===== src/rtl/game_pkg.sv =====
// Shared types and constants for the game datapath: FSM states, coordinate
// widths and default screen/object sizes.
package game_pkg;

  typedef enum logic [1:0] {
    IDLE   = 2'd0,
    SCAN   = 2'd1,
    REPORT = 2'd2
  } state_t;

  localparam int X_W = 10;
  localparam int Y_W = 9;

  localparam int DEF_SCREEN_W = 640;
  localparam int DEF_SCREEN_H = 480;
  localparam int DEF_OBS_SIZE = 40;
  localparam int DEF_PLAYER_W = 20;
  localparam int DEF_PLAYER_H = 20;

endpackage


===== src/rtl/collision_check_box_overlap.sv =====
// Combinational strict axis-aligned overlap test between the player box and
// one square obstacle; touching edges do not count as overlap.
module box_overlap
  import game_pkg::*;
#(
  parameter int OBS_SIZE = DEF_OBS_SIZE,
  parameter int PLAYER_W = DEF_PLAYER_W,
  parameter int PLAYER_H = DEF_PLAYER_H
) (
  input  logic [X_W-1:0] px,
  input  logic [Y_W-1:0] py,
  input  logic [X_W-1:0] ox,
  input  logic [Y_W-1:0] oy,
  output logic           overlap
);

  localparam int XS_W = X_W + 1;
  localparam int YS_W = Y_W + 1;

  logic [XS_W-1:0] px_e;
  logic [XS_W-1:0] ox_e;
  logic [YS_W-1:0] py_e;
  logic [YS_W-1:0] oy_e;

  // Sums carry one extra bit so a box near the coordinate limit cannot wrap.
  always_comb begin
    px_e    = {1'b0, px};
    ox_e    = {1'b0, ox};
    py_e    = {1'b0, py};
    oy_e    = {1'b0, oy};
    overlap = (px_e < (ox_e + XS_W'(OBS_SIZE))) &&
              (ox_e < (px_e + XS_W'(PLAYER_W))) &&
              (py_e < (oy_e + YS_W'(OBS_SIZE))) &&
              (oy_e < (py_e + YS_W'(PLAYER_H)));
  end

endmodule


===== src/rtl/collision_check.sv =====
// Frame-rate collision checker: scans one obstacle per clock after frame_tick
// and reports a hit mask plus sticky crash. Optional: COLLISION_SCREEN_EDGE_EN.
module collision_check
  import game_pkg::*;
#(
  parameter int N_OBS    = 3,
  parameter int OBS_SIZE = DEF_OBS_SIZE,
  parameter int PLAYER_W = DEF_PLAYER_W,
  parameter int PLAYER_H = DEF_PLAYER_H,
  parameter int SCREEN_W = DEF_SCREEN_W,
  parameter int SCREEN_H = DEF_SCREEN_H
) (
  input  logic               clk,
  input  logic               rst_n,
  input  logic               frame_tick,
  input  logic               clr,
  input  logic [X_W-1:0]     player_x,
  input  logic [Y_W-1:0]     player_y,
  input  logic [X_W*N_OBS-1:0] obstacle_x,
  input  logic [Y_W*N_OBS-1:0] obstacle_y,
  output logic               busy,
  output logic               done,
  output logic [N_OBS-1:0]   hit_mask,
  output logic               hit,
  output logic               crash
);

  localparam int IDX_W = (N_OBS > 1) ? $clog2(N_OBS) : 1;
  localparam logic [IDX_W-1:0] LAST_IDX = IDX_W'(N_OBS - 1);
  localparam int XS_W = X_W + 1;
  localparam int YS_W = Y_W + 1;

`ifdef COLLISION_SCREEN_EDGE_EN
  localparam logic EDGE_EN = 1'b1;
`else
  localparam logic EDGE_EN = 1'b0;
`endif

  state_t             state_r, state_s;
  logic [IDX_W-1:0]   idx_r, idx_s;
  logic [N_OBS-1:0]   work_r, work_s;
  logic               snap_s, report_s;

  logic [X_W-1:0]       px_r;
  logic [Y_W-1:0]       py_r;
  logic [X_W*N_OBS-1:0] obs_x_r;
  logic [Y_W*N_OBS-1:0] obs_y_r;

  logic [X_W-1:0] sel_x_s;
  logic [Y_W-1:0] sel_y_s;
  logic           overlap_s;
  logic           edge_s;
  logic           hit_s;

  logic             busy_r, done_r, hit_r, crash_r;
  logic [N_OBS-1:0] hit_mask_r;

  assign sel_x_s = obs_x_r[X_W*idx_r +: X_W];
  assign sel_y_s = obs_y_r[Y_W*idx_r +: Y_W];

  box_overlap #(
    .OBS_SIZE (OBS_SIZE),
    .PLAYER_W (PLAYER_W),
    .PLAYER_H (PLAYER_H)
  ) u_overlap (
    .px      (px_r),
    .py      (py_r),
    .ox      (sel_x_s),
    .oy      (sel_y_s),
    .overlap (overlap_s)
  );

  // Off-screen test on the snapshot; folded away when the edge option is off.
  always_comb begin
    edge_s = (({1'b0, px_r} + XS_W'(PLAYER_W)) > XS_W'(SCREEN_W)) ||
             (({1'b0, py_r} + YS_W'(PLAYER_H)) > YS_W'(SCREEN_H));
    hit_s  = (|work_s) | (EDGE_EN & edge_s);
  end

  // Next-state, scan index and working-mask update.
  always_comb begin
    state_s  = state_r;
    idx_s    = idx_r;
    work_s   = work_r;
    snap_s   = 1'b0;
    report_s = 1'b0;
    case (state_r)
      IDLE: begin
        if (frame_tick) begin
          state_s = SCAN;
          idx_s   = '0;
          work_s  = '0;
          snap_s  = 1'b1;
        end else begin
          state_s = IDLE;
        end
      end
      SCAN: begin
        work_s[idx_r] = overlap_s;
        if (idx_r == LAST_IDX) begin
          state_s  = REPORT;
          report_s = 1'b1;
        end else begin
          idx_s = idx_r + IDX_W'(1);
        end
      end
      REPORT: begin
        state_s = IDLE;
        idx_s   = '0;
      end
      default: begin
        state_s = IDLE;
        idx_s   = '0;
      end
    endcase
  end

  // State, snapshot and registered outputs; results load on the edge into REPORT.
  always_ff @(posedge clk) begin
    if (!rst_n) begin
      state_r    <= IDLE;
      idx_r      <= '0;
      work_r     <= '0;
      px_r       <= '0;
      py_r       <= '0;
      obs_x_r    <= '0;
      obs_y_r    <= '0;
      busy_r     <= 1'b0;
      done_r     <= 1'b0;
      hit_mask_r <= '0;
      hit_r      <= 1'b0;
      crash_r    <= 1'b0;
    end else begin
      state_r <= state_s;
      idx_r   <= idx_s;
      work_r  <= work_s;
      if (snap_s) begin
        px_r    <= player_x;
        py_r    <= player_y;
        obs_x_r <= obstacle_x;
        obs_y_r <= obstacle_y;
      end
      busy_r <= (state_s != IDLE);
      done_r <= report_s;
      if (report_s) begin
        hit_mask_r <= work_s;
        hit_r      <= hit_s;
      end
      if (report_s && hit_s) begin
        crash_r <= 1'b1;
      end else if (clr) begin
        crash_r <= 1'b0;
      end
    end
  end

  assign busy     = busy_r;
  assign done     = done_r;
  assign hit_mask = hit_mask_r;
  assign hit      = hit_r;
  assign crash    = crash_r;

endmodule


===== config.mk =====
export PLATFORM = sky130hd
export DESIGN_NAME = collision_check
export DESIGN_NICKNAME = d
export VERILOG_FILES = /design/src/rtl/game_pkg.sv /design/src/rtl/collision_check_box_overlap.sv /design/src/rtl/collision_check.sv
export SDC_FILE = /design/constraint.sdc
export NUM_CORES = 1
export LEC_CHECK = 0
export CAP_MARGIN = 20
export CORE_MARGIN = 2
export CORE_UTILIZATION = 48
export CTS_CLUSTER_SIZE = 30
export DETAILED_ROUTE_END_ITERATION = 8
export PLACE_DENSITY = 0.76
export SLEW_MARGIN = 20
export SYNTH_ARGS = -nofsm -noshare
export SYNTH_HDL_FRONTEND = slang
export SYNTH_SLANG_ARGS = --single-unit

===== constraint.sdc =====
create_clock -name clk -period 3.1 [get_ports clk]
set_input_delay 0.31 -clock clk [delete_from_list [all_inputs] [get_ports clk]]
set_output_delay 0.31 -clock clk [all_outputs]
set_load 0.01 [all_outputs]

### Word-level counts from Yosys, hierarchy flattened

Index checks and enable logic that the tools add are counted.

| cells by class | value |
|---|---|
| $add $sub $neg | 5 |
| multiply operators | 2 |
| $lt $le $gt $ge | 6 |
| equal/unequal tests | 4 |
| shift-type cells | 2 |
| multiplexer cells | 17 |
| reductions and logical operators | 10 |

Operator list:

| cell | number |
|---|---|
| 30-bit by 7-bit variable part select with 10-bit output | 1 |
| 27-bit by 7-bit variable part select with 9-bit output | 1 |
| 10-bit by 11-bit < comparator with 1-bit output | 2 |
| 9-bit by 10-bit < comparator with 1-bit output | 2 |
| 10-bit by 5-bit adder with 11-bit output, second input constant | 1 |
| 10-bit by 6-bit adder with 11-bit output, second input constant | 1 |
| 9-bit by 5-bit adder with 10-bit output, second input constant | 1 |
| 9-bit by 6-bit adder with 10-bit output, second input constant | 1 |
| 1-bit two-way mux | 8 |
| 2-bit case mux with 2 select lines | 2 |
| 4-bit by 2-bit multiplier with 6-bit output, first input constant | 1 |
| 2-bit two-way mux | 3 |
| 3-bit case mux with 2 select lines | 1 |
| 1-bit logical AND | 5 |
| 3-bit by 2-bit multiplier with 5-bit output, first input constant | 1 |
| 2-bit inequality test, second input constant | 2 |
| 2-bit nonzero test | 2 |
| 3-bit bitwise mux | 1 |
| 2-bit by 3-bit < comparator with 1-bit output, second input constant | 1 |
| 3-bit two-way mux | 1 |
| 3-bit OR reduction | 1 |
| 2-bit by 1-bit adder with 2-bit output, second input constant | 1 |
| 1-bit demux with 2-bit select | 1 |
| 2-bit by 1-bit == test with 1-bit output, second input constant | 1 |
| 4 further kinds | 4 |

| word-level totals | value |
|---|---|
| bits in registers | 90 |
| input bits | 80 |
| output and inout bits | 7 |
| logic and storage cells | 58 |

### Logic depth before layout (Yosys ltp)

| depth | value |
|---|---|
| word-level depth | 12 |
| depth in mapped cells | 18 |

### Hierarchy

A second synthesis with hierarchy kept.

| unflattened totals | value |
|---|---|
| cells, all modules | 602 |
| area total of the unflattened synthesis | 4988.5 µm² |

By module, submodules not included:

| module | instances | cells each | area each (µm²) | seq. area each (µm²) |
|---|---|---|---|---|
| collision_check | 1 | 456 | 3822.4 | 1801.7 |
| box_overlap | 1 | 146 | 1166.1 | 0.0 |

### Least setup slack after synthesis

Ideal clock, no wire load.

| timing path | value |
|---|---|
| path type | register to register |
| from | register idx_r[1] |
| to | register crash_r (netlist: crash) |
| arrival time | 3018 ps |
| required time | 3030 ps |
| setup slack | 13 ps |
| stages on the path, launching flop included | 17 |
| cells stage by stage | dfxtp_1 -> buf_6 -> and2b_1 -> buf_4 -> buf_6 -> nand2_1 -> o21ai_1 -> ha_1 -> or2_1 -> nand2_1 -> xor2_1 -> ha_1 -> a2111oi_0 -> a31oi_1 -> a22oi_4 -> a41oi_2 -> a21oi_1 |

| between the ends | value |
|---|---|
| longest elaborated chain between the ends | 12 |
| elaborated cells on any way between the ends | 27 |
| those cells by class | add/sub: 2; mul: 2; order compare: 6; eq/ne: 1; shift: 2; mux: 7; reduce/logical: 7 |

RTL lines:

| item | RTL line | text |
|---|---|---|
| start: declaration | collision_check.sv:40 | `logic [IDX_W-1:0] idx_r, idx_s;` |
| start signal: assignment | collision_check.sv:135 | `idx_r <= idx_s;` |
| 3-bit by 2-bit multiplier with 5-bit output | collision_check.sv:58 | `assign sel_x_s = obs_x_r[X_W*idx_r +: X_W];` |
| 30-bit by 7-bit variable part select with 10-bit output | collision_check.sv:58 |  |
| 10-bit by 6-bit adder with 11-bit output | collision_check_box_overlap.sv:31 | `overlap = (px_e < (ox_e + XS_W'(OBS_SIZE))) &&` |
| 10-bit by 11-bit < comparator with 1-bit output | collision_check_box_overlap.sv:31 |  |
| 1-bit logical AND | collision_check_box_overlap.sv:31 |  |
| 1-bit logical AND | collision_check_box_overlap.sv:32 | `(ox_e < (px_e + XS_W'(PLAYER_W))) &&` |
| 1-bit logical AND | collision_check_box_overlap.sv:33 | `(py_e < (oy_e + YS_W'(OBS_SIZE))) &&` |
| 3-bit bitwise mux | collision_check.sv:99 | `work_s[idx_r] = overlap_s;` |
| 3-bit case mux with 2 select lines | collision_check.sv:87 | `case (state_r)` |
| 3-bit OR reduction | collision_check.sv:77 | `hit_s = (\|work_s) \| (EDGE_EN & edge_s);` |
| 1-bit logical AND * | collision_check.sv:149 | `if (report_s && hit_s) begin` |
| 1-bit two-way mux or 2-bit nonzero test (tied branches) | - |  |
| end signal: assignment | collision_check.sv:132 | `crash_r <= 1'b0;` |
| end signal: assignment | collision_check.sv:150 | `crash_r <= 1'b1;` |
| end signal: assignment | collision_check.sv:152 | `crash_r <= 1'b0;` |
| end: declaration | collision_check.sv:55 | `logic busy_r, done_r, hit_r, crash_r;` |

Mark *: on every way between the ends. The rest lies on a longest branch, timed or not.
A chain may end at the register's enable or synchronous reset.

### Final worst setup path

| timing path | value |
|---|---|
| from | register idx_r[1] |
| to | register work_r[2] |

| between the ends | value |
|---|---|
| longest elaborated chain between the ends | 9 |
| elaborated cells on any way between the ends | 20 |
| those cells by class | add/sub: 2; mul: 2; order compare: 6; shift: 2; mux: 4; reduce/logical: 4 |

RTL lines:

| item | RTL line | text |
|---|---|---|
| 3-bit by 2-bit multiplier with 5-bit output | collision_check.sv:58 |  |
| 30-bit by 7-bit variable part select with 10-bit output | collision_check.sv:58 |  |
| 10-bit by 6-bit adder with 11-bit output | collision_check_box_overlap.sv:31 |  |
| 10-bit by 11-bit < comparator with 1-bit output | collision_check_box_overlap.sv:31 |  |
| 1-bit logical AND | collision_check_box_overlap.sv:31 |  |
| 1-bit logical AND | collision_check_box_overlap.sv:32 |  |
| 1-bit logical AND | collision_check_box_overlap.sv:33 |  |
| 3-bit bitwise mux * | collision_check.sv:99 |  |
| 3-bit case mux with 2 select lines * | collision_check.sv:87 |  |
| end signal: assignment | collision_check.sv:136 | `work_r <= work_s;` |
| end: declaration | collision_check.sv:41 | `logic [N_OBS-1:0] work_r, work_s;` |

Marked as above.

==> impl_metrics.csv <==
group,metric,value,unit
outcome,status,"complete, no violations",
final_layout,final_cell_mix,"nand2_1 (169), dfxtp_1 (89), clkdlybuf4s50_1 (85)",
grt,grtUsageTotal,0.228,
route,drtIter0Drc,188,
grt,grt_pass1_wl,20800,um
route,wl,12600,um
timing,slew-limit-headroom,0.428,
pwr,p_leak,2.51,nW
timing,tns,0,ns
final_layout,diodes,0,
grt,grt_max_degree,61,
synthesis,yosysTopAreaCellShare,0.353,
placed_design,dp_hpwl,9340,um
final_layout,final_layout_size_suffix_gt1_frac,0.0913,
synthesis,synthFlopType,"dfxtp_1",
timing,setup_viol,0,
route,num_vias,4510,
timing,fmax,0.324,GHz
synthesis,yosysSeqAreaShare,0.353,
synthesis,synth_cells,612,
clocking,cts_tree,"done",
pwr,ir_worst_vdd,0.244,mV
floorplanning,core_area,10300,um^2
floorplanning,ios,87,
final_layout,nNetsFinal,817,
synthesis,ys_ff_latch,90,
worst_setup_path,cp_max_fo,6,
placed_design,gp_congestion,0.864,
synthesis,synth_enable_flop_cells,0,
timing,finalHoldViolCount,0,
pwr,p_per_area,414,nW/um^2
route,drc,0,
grt,grt_pass1_vias,4342,
final_layout,final_cells,837,
synthesis,synth_area_leaders,"dfxtp_1 (35%), nand2_1 (12%), a21boi_1 (11%)",
clocking,htreeDepth,3,
run,drv_cap,0,
timing,worstMarginPinSlew,0.858,ns
floorplanning,die_y,107,um
synthesis,syn_avg_cell_area,8.34,um^2
clocking,clk_path_buf_depth,2,
floorplanning,start_util,0.494,
floorplanning,design.die.area,11500,um^2
clocking,path_clk_slew,0.09,ns
grt,gr-total-overflow,0,
clocking,cts_root_buf,"clkbuf_8",
route,avgRoutedWirePerCell,15.0,um
floorplanning,fp.dieW,107,um
worst_setup_path,critPathArrivalTime,3.38,ns
placed_design,placed_cells,820,
route,drt-vias-per-instance,5.39,
route,drtPass1Iterations,4,
timing,fin_worst_skew,0.00913,ns
timing,fin_crit_sh,0.995,
worst_setup_path,worstSetupStartpointType,"flop",
worst_hold_path,hold_path.class,"flop to flop",
synthesis,synthArstFlopShare,0,
synthesis,synth.yosys.warnings,0,
timing,slew_violations,0,
timing,fin_crit,3.08,ns
grt,antenna_found_initial,0,
synthesis,synth.cell_area,5100,um^2
clocking,numCtsBuffers,9,
synthesis,yosysUniqueCellTypes,54,
clocking,clkLatencyLatePin,0.37,ns
timing,rsz0062_at_grt,"yes",
worst_setup_path,endpoint_kind,"flop",
placed_design,port-buffer-count,86,
final_layout,syn_to_final_growth,25.5,%
worst_setup_path,worstPathRequired,3.39,ns
clocking,cts.sinks,90,
floorplanning,rows,37,
worst_setup_path,crit_type,"flop to flop",
route,antenna_left,0,
synthesis,syn_nets,733,
synthesis,synth_top_cell_by_area,"dfxtp_1",
final_layout,layout_commonest_cell,"nand2_1",
==> flip-flops by register name, indices dropped and copies added, names as in the netlist <==
register and cells:
obs_x_r 30, obs_y_r 27, px_r 10, py_r 9, hit_mask 3, work_r 3, idx_r 2, state_r 2
busy 1, crash 1, done 1, hit 1
==> path summary, 6_finish.rpt <==
kind	end	cells past startpoint	slack [ns]	startpoint
hold / removal	obs_y_r[4]	2	0.46	obs_y_r[4]
setup reg to reg	work_r[2]	13	0.02	idx_r[1]
hold reg to reg	obs_y_r[4]	2	0.46	obs_y_r[4]
setup / recovery	work_r[2]	13	0.02	idx_r[1]
==> cells by family after synthesis <==
kind of cell	count (synthesis)	synth area share
buffers and inverters	50	0.0456
flip-flops	90	0.353
AO/OA/AOI/OAI	165	0.237
adder cells (fa/ha/maj)	41	0.100
multiplexers	20	0.0426
AND/OR/NAND/NOR	226	0.187
XOR/XNOR	20	0.0343
==> through the flow <==
step | total power [mW] | area, um^2 | setup slack (ns) | hold WS, ns | util
floorplan | 1.66 | 5100 | 0.0125 | 0.430 | -
global placement | 1.87 | 6140 | 0.105 | 0.444 | 0.595
detailed placement | 1.89 | 6140 | -0.143 | 0.446 | 0.595
CTS | 2.64 | 6340 | 0.00216 | 0.458 | 0.615
global route | 2.79 | 6410 | -0.169 | 0.474 | 0.621
finish | 2.65 | 6410 | 0.0155 | 0.456 | 0.621
==> final cells by class <==
| class | count | area, um^2 |
|---|---|---|
| fill | 895 | 3920 |
| multi-input combinational | 472 | 3150 |
| inverter | 15 | 56.3 |
| timing repair buffer | 108 | 1050 |
| sequential | 90 | 1800 |
| clock inverter | 5 | 37.5 |
| tap | 136 | 170 |
| clock buffer | 11 | 141 |
==> where the power goes <==
part / internal (mW) / switching, mW
Combinational: 0.310 / 0.317
Sequential: 1.22 / 0.0548
Clock: 0.318 / 0.436
==> worst max-delay path, cell delays in order (launching register included) <==
cell and delay [ns]:
dfxtp_2 0.36, buf_6 0.13, mux2i_1 0.18, o21ai_1 0.11
ha_2 0.21, or2_1 0.22, nand2_1 0.09, xor2_1 0.18
ha_1 0.30, a2111oi_4 0.40, a31oi_2 0.17, a22oi_4 0.32
a32oi_1 0.15, nor3b_1 0.19
==> synth_stat cells (all sizes together), types with 3 or more instances <==
library cell    n
dfxtp          90
xor2           15
o2111ai         4
or2             3
o2bb2ai         7
a21boi         78
o21a            3
o21ai          25
inv            15
a31oi           3
a21o            3
nand4           7
mux2i          19
xnor2           5
nand2b          4
nor2           22
a21oi          27
nand3           4
ha             41
nand2         169
and3            3
buf            11
clkbuf         24
nor2b           6
==> metal layers <==
layer,share of wire,GRT usage
met2,0.45,0.357
met4,0.020,0.0891
met3,0.050,0.0389
met5,0,0
met1,0.48,0.312
==> timing repair <==
action	in CTS	in global routing
setup endpoints to repair	8	8
hold buffers	0	0
pin swaps	3	11
resized for setup	4	13
buffers inserted	1	0
No activity file was read; power rests on OpenSTA's default activity.
==> RTL change, RTL diff (same settings) <==
The localparam `EDGE_EN` goes from 1'b0 to 1'b1.
--- a/src/rtl/collision_check.sv
+++ b/src/rtl/collision_check.sv
@@ -33,7 +33,7 @@
 `ifdef COLLISION_SCREEN_EDGE_EN
   localparam logic EDGE_EN = 1'b1;
 `else
-  localparam logic EDGE_EN = 1'b0;
+  localparam logic EDGE_EN = 1'b1;
 `endif
 
   state_t             state_r, state_s;
Behaviour: not the same (Yosys sat finds a counterexample within 10 cycles, from zero or initial values and one cycle with rst_n low).
==> RTL change against the unedited design <==
Combinational power barely moved. Global-route usage fell by 0.39 points. Synthesized area fell by 2.0%. Sequential cell count did not move. Clock skew fell by 0.0047 ns. First-iteration DRC count rose by 28%. Core utilization rose by 1.1 points. Wire length rose by 0.11%. Synthesized cell count rose by 1.8%. Power rose by 6.9%. Worst setup slack got worse by 0.0032 ns. Cell area rose by 0.88%.
==> RTL change: results <==
[run_status]
status = completed

[power]
internal-power_mw = 2.02
peak_vdd_ir_uv = 217
leakagePower_nw = 2.54

[grt]
grt_first_pass_wirelength_mm = 20.2
grt_start_max_net_pins = 49
overflow = 0
grt_pass1_vias = 4324
globalRouteTotalUtil_pct = 22.4
groute.layer.met2.usage_pct = 34.9
global_route.usage.met1_pct = 30.5
global_route.usage.met3_pct = 4.60

[worst_setup_path]
r2r-end = work_r[1]
critPathMaxFanout = 7
timing.critical_path.arrival_ns = 3.35
r2r.worst_path.cells = 13
worstSetupStartpoint = idx_r[0]

[logic_synthesis]
yosys.area_share.adder_pct = 10.8
synth_compound_gate_area_share_pct = 22.3
post_synth_mux_area_share_pct = 4.40
post_synth_most_frequent_cells = sky130_fd_sc_hd__nand2_1, sky130_fd_sc_hd__a21oi_1, sky130_fd_sc_hd__dfxtp_1, sky130_fd_sc_hd__ha_1, sky130_fd_sc_hd__clkbuf_1
synth_sequential_area_ratio_pct = 36.0
yosys.cell_types.count = 59
syn_nets = 746
cells_taking_the_most_area_after_synthesis = sky130_fd_sc_hd__dfxtp_1, sky130_fd_sc_hd__nand2_1, sky130_fd_sc_hd__ha_1
synthXorXnorAreaFrac_pct = 3.33

[placement]
pre_cts_slack_ns = -0.0376
post-place-cells = 826
gpl.final_weighted_congestion = 0.943
hpwlAfterDp_mm = 9.40

[route]
detailroute.via_count = 4650
detail_route.vias_per_cell = 5.44
wl_met3_um = 645
drt-met1-wl_mm = 6.10
initialDrtViolationCount = 241
route.met2.wl_mm = 5.64

[layout]
fraction_of_final_layout_cells_with_drive_strength_greater_than_1_pct = 10.2
layout.nets = 836
fill_cell_count = 903

[timing]
setup_slack_ns = 0.0123
finalClockSkew_ns = 0.00446

[clock_network]
number_of_buffers_added_by_the_clock_tree_synthesis_step = 9
post_cts_resized = 1
worst_skew_late_latency_ns = 0.37

[worst_hold_path]
hold_path_startpoint = obs_x_r[26]
worst_hold_path.endpoint = obs_x_r[26]
## RTL change: cell count changes after synthesis, sizes merged, moves of 4 or more
cell	delta
nand2	+10
a21oi	+63
a21boi	-78
a211oi	+7
nor2	-6
o2bb2ai	-4
nor2b	-5
o22ai	+13
## RTL change: worst max-delay path, cell delays in order (launching register included)
cell                       delay, ns
sky130_fd_sc_hd__dfxtp_4        0.43
sky130_fd_sc_hd__buf_12         0.15
sky130_fd_sc_hd__mux2i_2        0.21
sky130_fd_sc_hd__o21ai_2        0.08
sky130_fd_sc_hd__ha_2           0.18
sky130_fd_sc_hd__xor2_1         0.17
sky130_fd_sc_hd__ha_1           0.38
sky130_fd_sc_hd__a41o_1         0.19
sky130_fd_sc_hd__a211oi_2       0.04
sky130_fd_sc_hd__a221o_1        0.36
sky130_fd_sc_hd__a211oi_2       0.24
sky130_fd_sc_hd__a311oi_2       0.09
sky130_fd_sc_hd__nor4b_4        0.17
sky130_fd_sc_hd__a2bb2o_1       0.29
## RTL change: power groups by stage
stage	clock network (mW)	logic [mW]	registers, mW
global placement	0	0.571	1.30
global route	0.989	0.700	1.28
CTS	0.943	0.593	1.27
finish	0.931	0.630	1.28
floorplan	0	0.385	1.28
detailed placement	0	0.585	1.30
## RTL change: final cells by class
class	count	area share (%)
multi-input cells	480	47.4
flip-flops and latches	90	27.9
repair buffers	115	17.5
well taps	136	2.63
clock buffers	10	2.13
clock inverters	6	1.45
inverters	17	0.987
## RTL change: metrics by stage
stage                     instance area, sq um  hold slack, ns  setup TNS (ns)
after floorplan                           5040           0.436       -0.000958
after global placement                    6050           0.444               0
after detailed placement                  6050           0.447         -0.0588
after CTS                                 6290           0.459               0
after global routing                      6460           0.459          -0.961
final                                     6460           0.461               0
